**src/rtl/data_mem_ctrl.sv**
```systemverilog
// Data-memory controller: turns RV32I byte/half/word loads and stores into aligned
// word bus transactions with byte enables, stalls the core and extends load data.
module data_mem_ctrl #(
  parameter int unsigned TIMEOUT_CYCLES = 15
) (
  input  logic        clk_w_i,
  input  logic        res_w_i_h,
  input  logic [31:0] cpu_addr_w_i,
  input  logic [31:0] cpu_wdata_w_i,
  input  logic        cpu_rd_w_i_h,
  input  logic        cpu_wr_w_i_h,
  input  logic [2:0]  cpu_funct3_w_i,
  output logic [31:0] cpu_rdata_w_o,
  output logic        stall_w_o_h,
  output logic        misalign_w_o_h,
  output logic        bus_err_w_o_h,
  output logic [31:0] bus_addr_w_o,
  output logic [31:0] bus_wdata_w_o,
  output logic [3:0]  bus_be_w_o,
  output logic        bus_we_w_o_h,
  output logic        bus_req_w_o_h,
  input  logic        bus_ack_w_i_h,
  input  logic [31:0] bus_rdata_w_i
);

  typedef enum logic [1:0] {IDLE, REQ, DONE} state_t;

  state_t      state, state_nxt;
  logic        access, size_legal, aligned, start, timeout;
  logic [3:0]  be_nxt;
  logic [31:0] wdata_nxt;
  logic [7:0]  cnt;
  logic [2:0]  f3_q;
  logic [1:0]  off_q;
  logic [31:0] lane, ext;

  always_comb begin
    access     = cpu_rd_w_i_h | cpu_wr_w_i_h;
    size_legal = 1'b0;
    aligned    = 1'b1;
    be_nxt     = 4'b1111;
    wdata_nxt  = cpu_wdata_w_i;
    // Store wins when both requests are set, so it selects the legal size set.
    if (cpu_wr_w_i_h)
      size_legal = cpu_funct3_w_i inside {3'd0, 3'd1, 3'd2};
    else
      size_legal = cpu_funct3_w_i inside {3'd0, 3'd1, 3'd2, 3'd4, 3'd5};
    case (cpu_funct3_w_i[1:0])
      2'd0: begin
        be_nxt    = 4'b0001 << cpu_addr_w_i[1:0];
        wdata_nxt = {4{cpu_wdata_w_i[7:0]}};
      end
      2'd1: begin
        aligned   = ~cpu_addr_w_i[0];
        be_nxt    = 4'b0011 << {cpu_addr_w_i[1], 1'b0};
        wdata_nxt = {2{cpu_wdata_w_i[15:0]}};
      end
      2'd2: aligned = (cpu_addr_w_i[1:0] == 2'b00);
      default: ;
    endcase
    start   = access && size_legal && aligned;
    timeout = (cnt == 8'(TIMEOUT_CYCLES - 1));
  end

  always_comb begin
    lane = bus_rdata_w_i >> {off_q, 3'b000};
    case (f3_q)
      3'd0:    ext = {{24{lane[7]}}, lane[7:0]};
      3'd1:    ext = {{16{lane[15]}}, lane[15:0]};
      3'd4:    ext = {24'h0, lane[7:0]};
      3'd5:    ext = {16'h0, lane[15:0]};
      default: ext = lane;
    endcase
  end

  always_comb begin
    state_nxt      = state;
    stall_w_o_h    = 1'b0;
    misalign_w_o_h = 1'b0;
    case (state)
      IDLE: begin
        misalign_w_o_h = access && !start;
        stall_w_o_h    = start;
        if (start) state_nxt = REQ;
      end
      REQ: begin
        stall_w_o_h = 1'b1;
        if (bus_ack_w_i_h || timeout) state_nxt = DONE;
      end
      DONE:    state_nxt = IDLE;
      default: state_nxt = IDLE;
    endcase
  end

  always_ff @(posedge clk_w_i) begin
    if (res_w_i_h) state <= IDLE;
    else           state <= state_nxt;
  end

  always_ff @(posedge clk_w_i) begin
    if (res_w_i_h) begin
      bus_addr_w_o  <= '0;
      bus_wdata_w_o <= '0;
      bus_be_w_o    <= '0;
      bus_we_w_o_h  <= 1'b0;
      bus_req_w_o_h <= 1'b0;
      cpu_rdata_w_o <= '0;
      bus_err_w_o_h <= 1'b0;
      cnt           <= '0;
      f3_q          <= '0;
      off_q         <= '0;
    end else begin
      case (state)
        IDLE: if (start) begin
          bus_addr_w_o  <= {cpu_addr_w_i[31:2], 2'b00};
          bus_wdata_w_o <= wdata_nxt;
          bus_be_w_o    <= be_nxt;
          bus_we_w_o_h  <= cpu_wr_w_i_h;
          bus_req_w_o_h <= 1'b1;
          f3_q          <= cpu_funct3_w_i;
          off_q         <= cpu_addr_w_i[1:0];
          cnt           <= '0;
          cpu_rdata_w_o <= '0;
          bus_err_w_o_h <= 1'b0;
        end
        REQ: begin
          // An ack on the final REQ cycle takes priority over the timeout.
          if (bus_ack_w_i_h) begin
            bus_req_w_o_h <= 1'b0;
            bus_we_w_o_h  <= 1'b0;
            cpu_rdata_w_o <= bus_we_w_o_h ? '0 : ext;
            bus_err_w_o_h <= 1'b0;
          end else if (timeout) begin
            bus_req_w_o_h <= 1'b0;
            bus_we_w_o_h  <= 1'b0;
            cpu_rdata_w_o <= '0;
            bus_err_w_o_h <= 1'b1;
          end else begin
            cnt <= cnt + 8'd1;
          end
        end
        default: ;
      endcase
    end
  end

endmodule
```
**config.mk**
```make
export PLATFORM = sky130hd
export DESIGN_NAME = data_mem_ctrl
export DESIGN_NICKNAME = d
export VERILOG_FILES = /design/src/rtl/data_mem_ctrl.sv
export SDC_FILE = /design/constraint.sdc
export NUM_CORES = 1
export LEC_CHECK = 0
export CAP_MARGIN = 40
export CORE_ASPECT_RATIO = 0.7
export CORE_MARGIN = 10
export CORE_UTILIZATION = 40
export CTS_CLUSTER_DIAMETER = 120
export DETAILED_ROUTE_END_ITERATION = 8
export PLACE_DENSITY_LB_ADDON = 0.2
export SLEW_MARGIN = 25
export SYNTH_ARGS = -nofsm -noshare
export SYNTH_HDL_FRONTEND = slang
export SYNTH_SLANG_ARGS = --single-unit
```
**constraint.sdc**
```tcl
create_clock -name clk_w_i -period 2.7 [get_ports clk_w_i]
set_input_delay 0.27 -clock clk_w_i [delete_from_list [all_inputs] [get_ports clk_w_i]]
set_output_delay 0.27 -clock clk_w_i [all_outputs]
set_load 0.01 [all_outputs]
```
==> metrics, run 1 <==
Post-synth EDFFs=0; CP max FO=3; nets=around 900; Final Hold Viols=0; fin cells=965; CTS sink cnt=around 120; wire length per cell=roughly 18 um; Root Buffer=clkbuf_16; Area growth syn-to-layout=59.7%; Row Count=33; status=completed; H-Tree Level Count=4; hpwl dp=13.3 mm; Core ar.=~12000 sq um; yosys synthesis warning count=0; fin crit share=0.905; Hold WC Path Type=primary input to flip-flop; asr flop ratio synth=0; largest net degree at the start of global routing=62; Crit Path Class=primary input to primary output; Met1 Wirelength=7.13 mm; Total GRT Usage=0.194; Placed Cells=about 930; routed vias/inst=5.19; clock transition at the registers of the reported paths=approximately 0.050 ns; crit path launch type=primary input; endpoints failing setup=0; Post-Route WL=17.3 mm; CP arrival=approximately 2.2 ns; DRC viols=0; Netlist Area Pre-Place=around 5000 sq um; Slew Limit Fails=0; initial antenna violation count=0; Filler cells=around 970; Yosys reg bits=116; layout cells sized above 1=0.0879; final core occ=0.661; Placer Congestion=between 0.8 and 0.9; Ports=about 210; die area=roughly 17000 sq um; die height=between 100 and 150 um; worst-margin pin slew=around 0.60 ns; max_cap viols=0; VDD IR max=approximately 0.00047 V; CTS tree=done; Worst EP required=between 2 and 2.5 ns; RSZ-0062 raised after global routing=no; Worst-Skew Late Latency=roughly 0.40 ns; R2R cell count=7; vias in the first global route=5006; # port buffers=roughly 200; Max Fclk=409 MHz; Setup TNS=0 ns; Netlist cell types=44; Post-Route Skew=0.00715 ns; first-pass GRT wire length=27.1 mm; Final Critical Period=approximately 2.4 ns; Post-synth top flop=dfxtp_1; r2r setup slk=between 0.7 and 0.8 ns; endpoint kind of the worst setup timing path=primary output; Pre-Repair DR Iteration Count=5; die span in x=~150 um; Via Count=approximately 5000; post-route ant nets=0; Max Root-Sink Buffers=2; wire length on met2=~8 mm; CTS Buf Count=17; LEAKAGE=slightly below 3 nW; Post-CTS Setup Bufs=0; max_slew headroom=0.599; Starting Density=0.414; sequential-to-total area share from yosys stat=0.474; top routing layer in use=met4; cells after synthesis=slightly below 600; DRT iter0 DRCs=between 200 and 300; PwrDens=around 650 nW/um^2; met3 WL=~1.9 mm; worst slack, placed=-0.229 ns; hold path depth=2; grt ovf=0; n_diodes=0; Mean Syn Cell Area=8.28 sq um; PnR worst setup slack=0.256 ns
-- area by class of cell --
type / count / area, sq um / share of cell area
sequential: 116 / 2320 / 0.296
clock buffer: 20 / 457 / 0.0583
timing repair buffer: 227 / 2250 / 0.288
clock inverter: 12 / 179 / 0.0228
multi-input combinational: 426 / 2400 / 0.306
inverter: 7 / 26.3 / 0.00335
tap: 157 / 196 / 0.0251
-- flip-flops by register name (all words and copies together), names as in the netlist, 2 cells and up --
register and count:
bus_wdata_w_o 32, state 2, cpu_rdata_w_o 32, cnt 8, f3_q 3, bus_addr_w_o 30, bus_be_w_o 4, off_q 2
-- final timing paths --
path,to,from
worst max-delay path,misalign_w_o_h,cpu_funct3_w_i[0]
worst min-delay path,bus_req_w_o_h$_SDFFE_PP0P_,res_w_i_h
worst max register to register,cnt[3]$_SDFFE_PP0P_,cnt[0]$_SDFFE_PP0P_
worst min register to register,bus_addr_w_o[7]$_SDFFE_PP0P_,bus_addr_w_o[7]$_SDFFE_PP0P_
-- placed cells by master (no fill, tap or decap), types with 17 or more instances in the layout --
cell and count:
a211oi_1 20, buf_4 18, a22o_1 23, nor2_1 41
o21ai_0 17, nand2_1 145, a21oi_1 65, clkbuf_16 17
nand3_1 19, dfxtp_1 116, clkdlybuf4s50_1 203
-- cell families after synthesis --
family,synth area share
xor+xnor,0.0107
mux,0.0556
compound gates,0.189
simple gates,0.211
fa+ha+maj,0.0128
flops,0.474
buf+inv,0.0459
other cells,0.000765
-- worst max-delay path, stage by stage --
cell,delay (ns)
clkdlybuf4s50_1,0.51
inv_1,0.07
ha_1,0.20
or3b_1,0.20
nand3_2,0.12
a2111oi_4,0.38
buf_4,0.16
dlygate4sd2_1,0.26
-- cells in the mapped netlist (all sizes together), types with 2 or more instances --
master / instances / area [sq um]
nor2b: 3 / 18.8
a211oi: 21 / 158
dfxtp: 116 / 2320
nand2: 146 / 548
a311oi: 9 / 85.1
and2: 2 / 12.5
clkbuf: 26 / 97.6
buf: 18 / 101
o21ai: 17 / 85.1
nor2: 41 / 154
mux2: 8 / 90.1
nor3: 13 / 65.1
inv: 6 / 22.5
mux2i: 16 / 160
a22o: 23 / 201
nand3: 20 / 100
nand4: 4 / 25.0
a21oi: 65 / 325
xor2: 6 / 52.6
ha: 5 / 62.6
nor3b: 2 / 15.0
nand2b: 4 / 25.0
and3: 3 / 18.8
-- through the flow --
step	area [sq um]	power, mW	hold slack [ns]
floorplan	4910	2.25	0.392
global placement	7170	2.70	0.442
detailed placement	7170	2.71	0.449
CTS	7830	5.10	0.344
global route	7830	5.27	0.396
finish	7830	5.07	0.358
-- report_power, final --
group / leakage [nW] / switching [mW] / internal (mW) / total [mW]
clock network: 0.302 / 0.789 / 1.59 / 2.38
logic: 1.66 / 0.392 / 0.435 / 0.827
registers: 0.943 / 0.0545 / 1.81 / 1.86
-- per-layer routing --
metal / up-vias / track usage
met4: 0 / 0.0601
met1: 2337 / 0.227
met3: 24 / 0.0995
met2: 194 / 0.303
met5: - / 0
li1: 2456 / -
-- what timing repair did --
action | CTS | global route
pin swaps | 2 | 1
hold buffers | 0 | 0
resized for setup | 6 | 1
endpoints found under the setup margin | 1 | 1
(Power assumes the default switching activity.)
==> run 2: changes to the inputs <==
ABC_CLOCK_PERIOD_IN_PS = 2700   (was not set)
==> results of run 2 <==
No change in the layout: final DEF, timing and power equal those of run 1.
